$ cat src/rtl/acs_pkg.sv
// Shared constants for the adder result collector: default word size and FSM encoding.
package acs_pkg;

   localparam int NIBBLES_DEF = 4;

   localparam logic ST_COLLECT = 1'b0;
   localparam logic ST_HOLD    = 1'b1;

   // Index width for a mod-n counter; a 1-bit floor keeps n=1 from producing a zero-width vector.
   function automatic int idx_width(input int n);
      return (n > 1) ? $clog2(n) : 1;
   endfunction

endpackage

$ cat src/rtl/acs_nibble_counter.sv
// Mod-N slot counter with enable, synchronous clear (clear wins) and terminal-count flag.
module acs_nibble_counter
   import acs_pkg::*;
#(
   parameter int N = NIBBLES_DEF,
   parameter int W = idx_width(N)
) (
   input  logic         clk,
   input  logic         rst_n,
   input  logic         en,
   input  logic         clr,
   output logic [W-1:0] cnt,
   output logic         tc
);

   logic [W-1:0] cnt_q;
   logic [W-1:0] cnt_d;

   assign tc  = (cnt_q == W'(N - 1));
   assign cnt = cnt_q;

   always_comb begin
      cnt_d = cnt_q;
      if (clr) begin
         cnt_d = '0;
      end else if (en) begin
         cnt_d = tc ? '0 : cnt_q + 1'b1;
      end
   end

   always_ff @(posedge clk or negedge rst_n) begin
      if (!rst_n) begin
         cnt_q <= '0;
      end else begin
         cnt_q <= cnt_d;
      end
   end

endmodule

$ cat src/rtl/acs_result_collector.sv
// Assembles NIBBLES successive 4-bit adder results into one word, feeding the carry back
// to the adder between nibbles and holding the finished word until the consumer takes it.
//
// state      | meaning
// ST_COLLECT | accepting nibbles (in_ready=1, out_valid=0)
// ST_HOLD    | finished word presented (in_ready=0, out_valid=1)
module acs_result_collector
   import acs_pkg::*;
#(
   parameter int NIBBLES = NIBBLES_DEF
) (
   input  logic                 clk,
   input  logic                 rst_n,
   input  logic [3:0]           s,
   input  logic                 c,
   input  logic                 in_valid,
   output logic                 in_ready,
   output logic                 cin_fb,
   input  logic                 flush,
   output logic [4*NIBBLES-1:0] word,
   output logic                 cout,
   output logic                 out_valid,
   input  logic                 out_ready
);

   localparam int IDX_W = idx_width(NIBBLES);

   logic                 state_q;
   logic                 state_d;
   logic [4*NIBBLES-1:0] word_q;
   logic [4*NIBBLES-1:0] word_d;
   logic                 cout_q;
   logic                 cout_d;
   logic                 cin_fb_q;
   logic                 cin_fb_d;

   logic [IDX_W-1:0]     idx;
   logic                 idx_last;
   logic                 collecting;
   logic                 flush_hit;
   logic                 accept;

   assign collecting = (state_q == ST_COLLECT);
   // Flush only matters while collecting and beats a simultaneous accept.
   assign flush_hit  = collecting && flush;
   assign accept     = collecting && in_valid && !flush;

   acs_nibble_counter #(
      .N (NIBBLES),
      .W (IDX_W)
   ) u_idx (
      .clk   (clk),
      .rst_n (rst_n),
      .en    (accept),
      .clr   (flush_hit),
      .cnt   (idx),
      .tc    (idx_last)
   );

   always_comb begin
      word_d = word_q;
      if (accept) begin
         for (int i = 0; i < NIBBLES; i++) begin
            if (idx == IDX_W'(i)) begin
               word_d[4*i +: 4] = s;
            end
         end
      end
   end

   always_comb begin
      cin_fb_d = cin_fb_q;
      cout_d   = cout_q;
      state_d  = state_q;
      if (flush_hit) begin
         cin_fb_d = 1'b0;
      end else if (accept) begin
         if (idx_last) begin
            cin_fb_d = 1'b0;
            cout_d   = c;
            state_d  = ST_HOLD;
         end else begin
            cin_fb_d = c;
         end
      end
      // No bypass: a taken word always costs one cycle back in ST_COLLECT.
      if (state_q == ST_HOLD && out_ready) begin
         state_d = ST_COLLECT;
      end
   end

   always_ff @(posedge clk or negedge rst_n) begin
      if (!rst_n) begin
         state_q  <= ST_COLLECT;
         word_q   <= '0;
         cout_q   <= 1'b0;
         cin_fb_q <= 1'b0;
      end else begin
         state_q  <= state_d;
         word_q   <= word_d;
         cout_q   <= cout_d;
         cin_fb_q <= cin_fb_d;
      end
   end

   assign in_ready  = collecting;
   assign out_valid = (state_q == ST_HOLD);
   assign word      = word_q;
   assign cout      = cout_q;
   assign cin_fb    = cin_fb_q;

endmodule

$ cat config.mk
export PLATFORM = sky130hd
export DESIGN_NAME = acs_result_collector
export DESIGN_NICKNAME = d
export VERILOG_FILES = /design/src/rtl/acs_pkg.sv /design/src/rtl/acs_nibble_counter.sv /design/src/rtl/acs_result_collector.sv
export SDC_FILE = /design/constraint.sdc
export NUM_CORES = 1
export LEC_CHECK = 0
export CORE_MARGIN = 5
export CORE_UTILIZATION = 47
export CTS_BUF_LIST = sky130_fd_sc_hd__clkbuf_4 sky130_fd_sc_hd__clkbuf_8
export DETAILED_ROUTE_END_ITERATION = 12
export GPL_TIMING_DRIVEN = 1
export MAX_ROUTING_LAYER = met4
export PLACE_DENSITY = 0.81
export SYNTH_ARGS = -nofsm -noshare
export SYNTH_HDL_FRONTEND = slang
export SYNTH_SLANG_ARGS = --single-unit
$ cat constraint.sdc
create_clock -name clk -period 2.1 [get_ports clk]
set_clock_uncertainty 0.1 [all_clocks]
set_input_delay 0.63 -clock clk [delete_from_list [all_inputs] [get_ports clk]]
set_output_delay 0.63 -clock clk [all_outputs]
set_load 0.005 [all_outputs]
## Word-level counts from Yosys, hierarchy flattened

Cells that the tools add are included.

- Register bits after elaboration: 21
- Input port bits: 10
- Output and inout port bits: 20
- Word-level logic and storage cells: 40

- $add $sub $neg: 1
- Equality and inequality tests: 4
- Multiplexer cells: 10
- Bitwise logic cells: 2
- Reductions and logical operators: 15

Operators by type and width:

| operator | number |
|---|---|
| $reduce_and 2->1 | 4 |
| $mux 1 | 7 |
| $mux 2 | 3 |
| $reduce_and 3->1 | 2 |
| $reduce_bool 2->1 | 3 |
| $eq 2x2->1 const B | 2 |
| $logic_and 1x1->1 | 4 |
| $add 2x1->2 const B | 1 |
| $eq 2x1->1 const B | 1 |
| $logic_not 2->1 | 1 |
| $ne 2x1->1 const B | 1 |
| $not 1->1 | 2 |
| $logic_not 1->1 | 1 |

## Logic depth before layout (Yosys ltp)

Gate-level depths: netlist of run 1.

- Depth after elaboration: 6
- Depth in mapped cells: 4
- Gate-level depth less buffers: 4

## Modules after synthesis

A second synthesis of run 1 with hierarchy kept.

- Cells, all modules: 58
- Area, all modules: 877.1 µm²

By module, submodules not included:

| module | instances | cells each | area each (µm²) | sequential area each (µm²) |
|---|---|---|---|---|
| acs_result_collector | 1 | 50 | 777.0 | 475.5 |
| acs_nibble_counter | 1 | 8 | 100.1 | 50.0 |

## Worst setup path before layout of run 1

No wires, ideal clock.

- Path type: input -> register
- Start point: input port flush
- End point: register cout_q, in the netlist cout
- Setup time: 125 ps
- Arrival: 1298 ps
- Required time: 1875 ps
- Setup slack: 577 ps
- Stages: 3
- Path buffers: 1
- Cell sequence: and4bb_1 buf_6 mux2_2

- Longest elaborated chain between the ends: 3
- Elaborated cells between the ends (all ways): 5
- Classes of those cells: bitwise: 1; reduce/logical: 4

Ends and longest elaborated chain:

| what | line | source |
|---|---|---|
| from (decl) | acs_result_collector.sv:19 | `input logic flush,` |
| $logic_not 1->1 / $logic_and 1x1->1 (equally long branches) | acs_result_collector.sv:46, acs_result_collector.sv:45 |  |
| $logic_and 1x1->1 / $not 1->1 (equally long branches) | -- |  |
| $reduce_and 3->1 (no source line) (*) | -- |  |
| to (signal assigned) | acs_result_collector.sv:101 | `cout_q <= cout_d;` |
| to (decl) | acs_result_collector.sv:32 | `logic cout_q;` |

Every way passes the cells marked *; elsewhere a longest branch is shown, timed or not.
A chain may end at the register's enable or synchronous reset.

## Worst setup path in the final report of run 1

- Start point: register state_q, in the netlist out_valid
- End point: output port in_ready

- Longest elaborated chain between the ends: 1

Ends and longest elaborated chain:

| what | line | source |
|---|---|---|
| from (decl) | acs_result_collector.sv:28 | `logic state_q;` |
| from (signal assigned) | acs_result_collector.sv:99 | `state_q <= state_d;` |
| $not 1->1 | acs_result_collector.sv:43 | `assign collecting = (state_q == ST_COLLECT);` |
| to (decl) | acs_result_collector.sv:17 | `output logic in_ready,` |

No other way between the ends.

==> impl_summary.log, run 1 <==
INFO  metric rsz0062_at_grt = false
INFO  metric crit_path_end = in_ready
INFO  metric final-setup-viol-count = 0
INFO  metric slew_headroom = 0.825
INFO  metric critical_path.reg2reg.startpoint = u_idx.cnt[0]
INFO  metric last_weighted_congestion_value_of_the_routability_driven_placer = 0.709
INFO  metric synth_warnings = 0
INFO  metric ff2ff_setup_slack = 0.47 ns
INFO  metric arrival_time_at_the_worst_endpoint = 1.29 ns
INFO  metric drt-total-wl = about 2.0 mm
INFO  metric avgRoutedWirePerCell = 15.7 µm
INFO  metric final.period_utilization = 0.964
INFO  metric drt_iter0_drc = 5
INFO  metric critical_path_class = reg2out
INFO  metric grt_use_total = 0.158
INFO  metric num_io_pins = 30
INFO  metric clock_insertion_delay_worst_skew = 0.30 ns
INFO  metric post-place-cells = 120
INFO  metric drv_cap = 0
INFO  metric die_height = 54.8 µm
INFO  metric globalRouteOverflowTotal = 0
INFO  metric critPathRequiredTime = 1.37 ns
INFO  metric floorplan.die_area = 3010 µm²
INFO  metric via_per_inst = 5.10
INFO  metric synth_fp_nets = 77
INFO  metric grt_first_pass_wirelength = 3.16 mm
INFO  metric maxSlewViolCount = 0
INFO  metric final_hold_viol_count = 0
INFO  metric timing.fmax = between 400 and 500 MHz
INFO  metric postSynthAreaPerCell = 15.0 µm²
INFO  metric cts_buffer_depth = 2
INFO  metric tritoncts.num_buffers = 3
INFO  metric detailedPlacementHpwl = roughly 1.5 mm
INFO  metric max-vdd-ir-drop = 0.000651 V
INFO  metric critPathMaxFanout = 3
INFO  metric sinks_on_the_clock_net = 21
INFO  metric yosysSeqAreaShare = 0.556
INFO  metric min_path_type = reg2reg
INFO  metric netlist_instances = 63
INFO  metric core_area = 1940 µm²
INFO  metric critPathLaunchType = flip-flop
INFO  metric master_cell_of_the_clock_root_buffer = clkbuf_4
INFO  metric areaGrowthSynthToFinish = 38.1%
INFO  metric yosysUniqueCellTypes = 15
INFO  metric cts_tree = built
INFO  metric postSynthRegisterBits = 21
INFO  metric power_density_of_the_placed_cells = ~910 nW/µm²
INFO  metric drt_pre_antenna_iters = 3
INFO  metric min-delay-start = word[4]
INFO  metric first_global_vias = 702
INFO  metric layout-drive-gt1-share = 0.327
INFO  metric worst_pin_slew = 0.263 ns
INFO  metric design_power_total = 1190 µW
INFO  metric instances_no_fill = 125
INFO  metric run_status = complete, no violations
INFO  metric grt_antenna_before_repair = 0
INFO  metric min_period = 2.02 ns
INFO  metric route.antenna.remaining_nets = 0
INFO  metric chipWidth = 54.8 µm
INFO  metric crit-reg2reg-capture = word[9]
INFO  metric cts-htree-levels = 1
INFO  metric drt_drc_violations_left = 0
INFO  metric rr_worst_depth = 4
INFO  metric crit_path_end_kind = output pin
INFO  metric row_count = 16
INFO  metric crit_path_start = out_valid
INFO  metric buffer_ports.inserted = 29
INFO  metric leakage = between 0.0005 and 0.0006 µW
INFO  metric number_of_diodes_added_for_antenna_fixing = 0
INFO  metric syn_area = between 900 and 1000 µm²
INFO  metric initial_core_util = 0.486
INFO  metric fin_nets = 113
INFO  metric clk_transition_reported_paths = 0.12 ns
INFO  metric dr_total_vias = around 640
INFO  metric grt_start_max_net_pins = 22
INFO  metric holdWs = 0.429 ns
## Yosys cell counts
master	count	area [µm²]
and4bb_1	1	12.5
o21bai_1	1	7.51
mux2_2	17	191
or4b_4	1	13.8
buf_6	2	22.5
ha_1	4	50.1
nand2_1	3	11.3
inv_1	4	15.0
and4bb_2	3	37.5
or2_2	1	6.26
nand4bb_1	1	11.3
nand3b_1	1	7.51
dfrtp_1	21	526
o221ai_2	1	15.0
o221ai_1	2	17.5
## flip-flops by register name (all words and copies together) (netlist names)
| name | cells |
|---|---|
| word | 16 |
| cout | 1 |
| cin_fb | 1 |
| u_idx.cnt | 2 |
| out_valid | 1 |
## stage by stage
| stage | area [µm²] | TNS (ns) | util | setup slack, ns |
|---|---|---|---|---|
| final | 1310 | 0 | 0.672 | 0.0761 |
| after CTS | 1310 | 0 | 0.672 | 0.0602 |
| after floorplan | 945 | 0 | - | 0.577 |
| after global placement | 1270 | -0.157 | 0.653 | -0.0317 |
| after global routing | 1310 | 0 | 0.672 | 0.00548 |
| after detailed placement | 1270 | -0.718 | 0.653 | -0.0844 |
## critical path: stages (launching register included)
cell and delay, ns:
dfrtp_2 0.43, inv_1 0.07, clkdlybuf4s50_1 0.50
## per-layer routing
metal | GRT usage | wire length, µm | up-vias
li1 | - | - | 301
met1 | 0.192 | 857 | 314
met2 | 0.264 | 1020 | 22
met3 | 0.0354 | 93 | 0
met4 | 0.0373 | 0 | 0
met5 | - | 0 | -
## worst min path at each step
stage | to | slack [ns] | cells after the start
final | word[4] | 0.43 | 1
after global placement | word[2] | 0.39 | 1
after floorplan | cin_fb | 0.23 | 0
after detailed placement | word[3] | 0.40 | 1
after CTS | word[2] | 0.43 | 1
after global routing | word[2] | 0.45 | 1
## cell type report
class                           count  area, µm²
Tap cell                           27       33.8
Timing Repair Buffer               33        320
Inverter                            4       15.0
Clock inverter                      1       5.00
Fill cell                         145        637
Multi-Input combinational cell     36        382
Clock buffer                        3       22.5
Sequential cell                    21        527
## cells by family (layout without fill, tap and decap cells)
group           count (synthesis)  count (layout)  share of synthesized area
flops                          21              21                      0.556
buf+inv                         6              41                     0.0397
mux                            17              17                      0.203
compound gates                  4               4                     0.0424
fa+ha+maj                       4               4                     0.0530
simple gates                   11              11                      0.106
## where the power goes
| part | internal (µW) | switching [µW] | total, µW |
|---|---|---|---|
| registers | 517 | 63.0 | 580 |
| clock network | 71.0 | 121 | 192 |
| logic | 295 | 121 | 417 |
| total | 883 | 305 | 1190 |
## cells in the final DEF, fill, tap and decap left out
| cell | count |
|---|---|
| nand3b_1 | 1 |
| inv_1 | 4 |
| or2_2 | 1 |
| dfrtp_2 | 1 |
| clkinv_2 | 1 |
| o221ai_2 | 1 |
| nand2_1 | 3 |
| dfrtp_1 | 20 |
| o21bai_1 | 1 |
| nand4bb_1 | 1 |
| or4b_4 | 1 |
| ha_1 | 4 |
| clkdlybuf4s50_1 | 29 |
| and4bb_2 | 3 |
| buf_4 | 4 |
| clkbuf_4 | 3 |
| o221ai_1 | 2 |
| mux2_2 | 17 |
| and4bb_1 | 1 |
## timing repair
item,CTS,global route
gates resized for setup,1,0
hold endpoints to repair,0,0
setup endpoints to repair,2,0
setup buffers,1,0
hold buffers,0,0
Power figures use the tool's default switching activity.
==> run 2: changes to the inputs <==
--- a/config.mk
+++ b/config.mk
@@ -12,6 +12,7 @@
 export GPL_TIMING_DRIVEN = 1
 export MAX_ROUTING_LAYER = met4
 export PLACE_DENSITY = 0.81
+export REMOVE_ABC_BUFFERS = 1
 export SYNTH_ARGS = -nofsm -noshare
 export SYNTH_HDL_FRONTEND = slang
 export SYNTH_SLANG_ARGS = --single-unit
==> run 2 against run 1 <==
  * Core utilization grew 0.52 points
  * Sequential share of layout area is 0.31 points lower
  * Clock power up 5%
  * Non-clock buffer count grew 1
  * Highest routed layer is now met4
  * Power rose by 0.38%
  * Worst hold slack worse by 0.0089 ns
  * Critical endpoint unchanged
  * Sequential power hardly changed
  * Sequential cell count stayed put
==> impl_summary.log, run 2 (synthesis results as in run 1) <==
INFO  metric critical_path_class = reg2out
INFO  metric last_weighted_congestion_value_of_the_routability_driven_placer = 0.727 (+2.6%)
INFO  metric grt_start_max_net_pins = 22 (unchanged)
INFO  metric buffer_ports.inserted = 29 (unchanged)
INFO  metric fin_nets = 114 (+0.88%)
INFO  metric crit_path_end_kind = output pin
INFO  metric floorplan.die_area = 3010 µm² (unchanged)
INFO  metric min-delay-start = word[2]
INFO  metric mostFrequentLayoutCells = 29 x clkdlybuf4s50_1, 20 x dfrtp_1, 17 x mux2_2
INFO  metric number_of_diodes_added_for_antenna_fixing = 0 (unchanged)
INFO  metric areaGrowthSynthToFinish = 39.2%
INFO  metric avgRoutedWirePerCell = 16.0 µm (+1.6%)
INFO  metric grt_antenna_before_repair = 0 (unchanged)
INFO  metric run_status = complete, no violations
INFO  metric rr_worst_depth = 4 (unchanged)
INFO  metric grt_use_total = 0.163 (+0.00542)
INFO  metric drt_pre_antenna_iters = 4 (+1)
INFO  metric grt_first_pass_wirelength = 3.32 mm (+5.0%)
INFO  metric power_density_of_the_placed_cells = 908 nW/µm² (-0.39%)
INFO  metric die_height = 54.8 µm (unchanged)
INFO  metric chipWidth = 54.8 µm (unchanged)
INFO  metric row_count = 16 (unchanged)
INFO  metric core_area = 1940 µm² (unchanged)
INFO  metric route.antenna.remaining_nets = 0 (unchanged)
INFO  metric p_seq_frac = 0.484 (-0.004)
INFO  metric instances_no_fill = 126 (+0.80%)
INFO  metric detailedPlacementHpwl = 1.53 mm (+0.75%)
INFO  metric arrival_time_at_the_worst_endpoint = 1.30 ns (about the same)
INFO  metric ff2ff_setup_slack = 0.38 ns (-0.09 ns)
INFO  metric cts_tree = built
INFO  metric maxSlewViolCount = 0 (unchanged)
INFO  metric cts_buffer_depth = 2 (unchanged)
INFO  metric net-switching-power = 294 µW (-3.8%)
INFO  metric sinks_on_the_clock_net = 21 (unchanged)
INFO  metric min_period = 2.03 ns (+0.00979 ns)
INFO  metric master_cell_of_the_clock_root_buffer = clkbuf_4
INFO  metric clock_power_share = 0.169 (+0.007)
INFO  metric via_per_inst = 5.03 (-1.3%)
INFO  metric fin_util = 0.677 (+0.00516)
INFO  metric min_path_type = reg2reg
INFO  metric critical_path.reg2reg.startpoint = out_valid
INFO  metric intPower = 900 µW (+1.8%)
INFO  metric drv_cap = 0 (unchanged)
INFO  metric cts-htree-levels = 1 (unchanged)
INFO  metric worst_hold_path_stage_count = 1 (unchanged)
INFO  metric slew_headroom = 0.822 (-0.00276)
INFO  metric mostFrequentLayoutCell = clkdlybuf4s50_1
INFO  metric first_global_vias = 692 (-1.4%)
INFO  metric critPathMaxFanout = 3 (unchanged)
INFO  metric pwr-share-comb = 0.347 (-0.004)
INFO  metric layout-drive-gt1-share = 0.333 (+0.00680)
INFO  metric worst_pin_slew = 0.267 ns (+0.00414 ns)
INFO  metric leakage = 0.000566 µW (+1.1%)
INFO  metric initial_core_util = 0.486 (unchanged)
INFO  metric critPathLaunchType = flip-flop
INFO  metric drt-total-wl = 2.01 mm (+2.4%)
INFO  metric cts_hold_repair.buffers = 0 (unchanged)
INFO  metric critPathRequiredTime = 1.37 ns (about the same)
INFO  metric post-place-cells = 120 (unchanged)
INFO  metric max-vdd-ir-drop = 0.000579 V (-11%)
INFO  metric num_io_pins = 30 (unchanged)
INFO  metric crit-reg2reg-capture = word[15]
INFO  metric drt_iter0_drc = 7 (+2)
INFO  metric drt_drc_violations_left = 0 (unchanged)
INFO  metric tritoncts.num_buffers = 3 (unchanged)
INFO  metric holdWs = 0.420 ns (-0.00887 ns)
INFO  metric clk_transition_reported_paths = 0.11 ns (about the same)
INFO  metric min_delay_worst_endpoint = word[2]
INFO  metric timing.fmax = 492 MHz (-0.48%)
INFO  metric final_hold_viol_count = 0 (unchanged)
INFO  metric final.period_utilization = 0.968 (+0.00466)
INFO  metric clock_insertion_delay_worst_skew = 0.30 ns (about the same)
INFO  metric power_switching_share = 0.246 (-0.0108)
INFO  metric dr_total_vias = 634 (-0.47%)
INFO  metric largest_register_ff_count = 16 (unchanged)
INFO  metric final-setup-viol-count = 0 (unchanged)
INFO  metric globalRouteOverflowTotal = 0 (unchanged)
run 2: changes by cell type in the layout (fill, tap and decap cells not counted), sizes merged:
cell / before / now
clkinv: 1 / 0
clkbuf: 3 / 4
buf: 4 / 5
run 2: per-stage QoR:
| stage | setup TNS (ns) | instance area, µm² | total power [µW] | worst slack (ns) |
|---|---|---|---|---|
| detailed placement | -0.442 | 1270 | 1000 | -0.0739 |
| floorplan | 0 | 922 | 715 | 0.557 |
| finish | 0 | 1320 | 1190 | 0.0663 |
| global route | -0.000362 | 1320 | 1280 | -0.000362 |
| global placement | -0.0406 | 1270 | 992 | -0.00872 |
| CTS | 0 | 1310 | 1210 | 0.0451 |
run 2: repair_timing:
item                                   CTS  global route
setup endpoints to repair                2             1
gates resized for setup                  1             0
setup buffers                            1             1
endpoints found under the hold margin    0             0
run 2: critical path, cell delays in order (launching register included):
cell and delay, ns:
dfrtp_2 0.43, inv_1 0.07, clkdlybuf4s50_1 0.50
run 2: cell type report:
type,count,area [µm²]
Multi-Input combinational cell,36,382
Fill cell,154,627
Sequential cell,21,527
Tap cell,27,33.8
Inverter,4,15.0
Timing Repair Buffer,34,328
Clock buffer,4,30.0
run 2: worst max-delay path by stage:
stage               cells after the start       end       from
finish                                  2  in_ready  out_valid
global route                            2  in_ready  out_valid
floorplan                               2      cout      flush
detailed placement                      3  word[12]      flush
CTS                                     2  in_ready  out_valid
global placement                        3      cout   in_valid
run 2: power by group through the flow:
stage / Sequential, µW / Clock [µW] / Combinational [µW]
4_1_cts: 579 / 209 / 422
3_5_place_dp: 586 / 0 / 419
6_report: 578 / 202 / 414
5_1_grt: 597 / 230 / 451
3_3_place_gp: 582 / 0 / 410
2_1_floorplan: 591 / 0 / 123
run 2: metal layers:
| layer | vias to the layer above | global-route usage | part of all wire |
|---|---|---|---|
| met5 | - | - | 0 |
| met2 | 23 | 0.236 | 0.45 |
| met4 | 0 | 0.0373 | 0.0050 |
| met3 | 2 | 0.0490 | 0.073 |
| met1 | 307 | 0.223 | 0.47 |
| li1 | 302 | - | - |
==> run 3: changes to the inputs <==
--- a/config.mk
+++ b/config.mk
@@ -5,7 +5,7 @@
 export SDC_FILE = /design/constraint.sdc
 export NUM_CORES = 1
 export LEC_CHECK = 0
-export CORE_MARGIN = 5
+export CORE_MARGIN = 4
 export CORE_UTILIZATION = 47
 export CTS_BUF_LIST = sky130_fd_sc_hd__clkbuf_4 sky130_fd_sc_hd__clkbuf_8
 export DETAILED_ROUTE_END_ITERATION = 12
==> run 3 against run 2 <==
  * Core utilization rose by 3.8 points
  * Final cell count fell by 2.4%
  * Die area fell by 7.2%
  * Critical path type unchanged
  * Setup slack got worse by 0.0081 ns
  * Critical endpoint unchanged
  * Non-clock buffer count fell by 1
==> impl_summary.log, run 3 (synthesis results as in run 1) <==
INFO  metric crit-reg2reg-capture = word[0]
INFO  metric worst_path_largest_cell_delay = 0.50 ns (about the same)
INFO  metric die_height = 52.8 µm (-3.6%)
INFO  metric drt_iter0_drc = 3 (-4)
INFO  metric run_status = complete, no violations
INFO  metric worst_hold_path_stage_count = 1 (unchanged)
INFO  metric clock_insertion_delay_worst_skew = 0.29 ns (about the same)
INFO  metric cts_buffer_depth = 2 (unchanged)
INFO  metric critPathBufInv = 2 (unchanged)
INFO  metric last_weighted_congestion_value_of_the_routability_driven_placer = 0.787 (+8.3%)
INFO  metric first_global_vias = 696 (+0.58%)
INFO  metric final.period_utilization = 0.972 (+0.00386)
INFO  metric grt_use_total = 0.168 (+0.00466)
INFO  metric final-setup-viol-count = 0 (unchanged)
INFO  metric row_count = 15 (-1)
INFO  metric tritoncts.num_buffers = 3 (unchanged)
INFO  metric buffer_ports.inserted = 29 (unchanged)
INFO  metric slew_headroom = 0.821 (-0.000924)
INFO  metric drv_cap = 0 (unchanged)
INFO  metric cts-htree-levels = 1 (unchanged)
INFO  metric drt_drc_violations_left = 0 (unchanged)
INFO  metric min_delay_worst_endpoint = word[3]
INFO  metric chipWidth = 52.8 µm (-3.6%)
INFO  metric critPathMaxFanout = 4 (+1)
INFO  metric mostFrequentLayoutCell = clkdlybuf4s50_1
INFO  metric critPathRequiredTime = 1.37 ns (about the same)
INFO  metric floorplan.die_area = 2790 µm² (-7.2%)
INFO  metric instances_no_fill = 123 (-2.4%)
INFO  metric via_per_inst = 5.07 (+0.66%)
INFO  metric areaGrowthSynthToFinish = 37.9%
INFO  metric num_io_pins = 30 (unchanged)
INFO  metric critical_path.reg2reg.startpoint = u_idx.cnt[0]
INFO  metric critical_path_class = reg2out
INFO  metric dr_total_vias = 623 (-1.7%)
INFO  metric route.antenna.remaining_nets = 0 (unchanged)
INFO  metric cts_tree = built
INFO  metric maxSlewViolCount = 0 (unchanged)
INFO  metric fin_nets = 113 (-0.88%)
INFO  metric detailedPlacementHpwl = 1.44 mm (-5.5%)
INFO  metric rr_worst_depth = 4 (unchanged)
INFO  metric largest_register_ff_count = 16 (unchanged)
INFO  metric arrival_time_at_the_worst_endpoint = 1.31 ns (about the same)
INFO  metric number_of_diodes_added_for_antenna_fixing = 0 (unchanged)
INFO  metric min-delay-start = word[3]
INFO  metric fin_util = 0.715 (+0.0383)
INFO  metric avgRoutedWirePerCell = 16.1 µm (+0.51%)
INFO  metric mostFrequentLayoutCells = 29 x clkdlybuf4s50_1, 20 x dfrtp_1, 17 x mux2_2
INFO  metric worst_pin_slew = 0.268 ns (+0.00139 ns)
INFO  metric core_area = 1820 µm² (-6.2%)
INFO  metric rsz0062_at_grt = false
INFO  metric min_period = 2.04 ns (+0.00810 ns)
INFO  metric master_cell_of_the_clock_root_buffer = clkbuf_4
INFO  metric clk_transition_reported_paths = 0.12 ns (about the same)
INFO  metric leakage = 0.000560 µW (-1.1%)
INFO  metric timing.fmax = 490 MHz (-0.40%)
INFO  metric fillCellCount = 140 (-9.1%)
INFO  metric post-place-cells = 118 (-1.7%)
INFO  metric drt-total-wl = 1.98 mm (-1.9%)
INFO  metric ff2ff_setup_slack = 0.51 ns (+0.13 ns)
INFO  metric critical_path_cell_sequence = inv_1 -> clkdlybuf4s50_1
INFO  metric grt_antenna_before_repair = 0 (unchanged)
INFO  metric grt_start_max_net_pins = 22 (unchanged)
INFO  metric cts_hold_repair.buffers = 0 (unchanged)
INFO  metric globalRouteOverflowTotal = 0 (unchanged)
INFO  metric timing.critical_path.slowest_stage_cell = clkdlybuf4s50_1
INFO  metric critical-path-top-delay-family = buffers and inverters
INFO  metric crit_path_end_kind = output pin
INFO  metric power_density_of_the_placed_cells = 912 nW/µm² (+0.47%)
INFO  metric critPathLaunchType = flip-flop
INFO  metric layout-drive-gt1-share = 0.327 (-0.00680)
INFO  metric initial_core_util = 0.519 (+0.0324)
INFO  metric drt_pre_antenna_iters = 2 (-2)
INFO  metric min_path_type = reg2reg
INFO  metric sinks_on_the_clock_net = 21 (unchanged)
INFO  metric grt_first_pass_wirelength = 3.28 mm (-1.0%)
INFO  metric final_hold_viol_count = 0 (unchanged)
INFO  metric max-vdd-ir-drop = 0.000639 V (+10%)
-- run 3: worst max-delay path by stage --
stage	endpoint	startpoint	slack, ns	cells after the start
floorplan	cout	flush	0.56	2
global placement	cout	in_valid	-0.04	3
detailed placement	word[13]	in_valid	-0.09	3
CTS	in_ready	out_valid	0.05	2
global route	in_ready	out_valid	0.007	2
finish	in_ready	out_valid	0.06	2
-- run 3: final cells by class --
type                            instances  area [µm²]  share of cell area
Inverter                                4        15.0              0.0115
Clock inverter                          1        5.00             0.00384
Clock buffer                            3        22.5              0.0173
Timing Repair Buffer                   33         320               0.246
Sequential cell                        21         527               0.404
Tap cell                               25        31.3              0.0240
Multi-Input combinational cell         36         382               0.293
-- run 3: layer usage --
metal	share of wire	up-vias	track usage	routed length [µm]
li1	-	300	-	-
met4	0.0046	0	0.0383	9
met2	0.49	20	0.267	975
met3	0.049	2	0.0342	97
met1	0.45	301	0.221	895
met5	0	-	-	0
-- run 3: worst register-to-register path, cell delays in order, from the launching register on --
cell      delay [ns]
dfrtp_1         0.45
inv_1           0.14
ha_1            0.16
and4bb_2        0.30
mux2_2          0.35
-- run 3: timing repair --
action,4_1_cts,5_1_grt
setup endpoints to repair,2,0
resized for setup,1,0
buffers inserted,1,0
-- run 3: power by group --
part | switching [µW] | internal (µW)
sequential | 63.4 | 517
combinational | 121 | 295
clock | 120 | 70.8
total | 305 | 883
-- run 3: stage by stage --
| stage | area (µm²) | hold slack, ns | total power, µW | setup slack, ns | TNS (ns) |
|---|---|---|---|---|---|
| after floorplan | 922 | 0.234 | 715 | 0.557 | 0 |
| after global placement | 1270 | 0.390 | 991 | -0.0371 | -0.191 |
| after detailed placement | 1270 | 0.396 | 1010 | -0.0935 | -0.659 |
| after CTS | 1300 | 0.423 | 1200 | 0.0520 | 0 |
| after global routing | 1300 | 0.445 | 1260 | 0.00710 | 0 |
| final | 1300 | 0.419 | 1190 | 0.0582 | 0 |
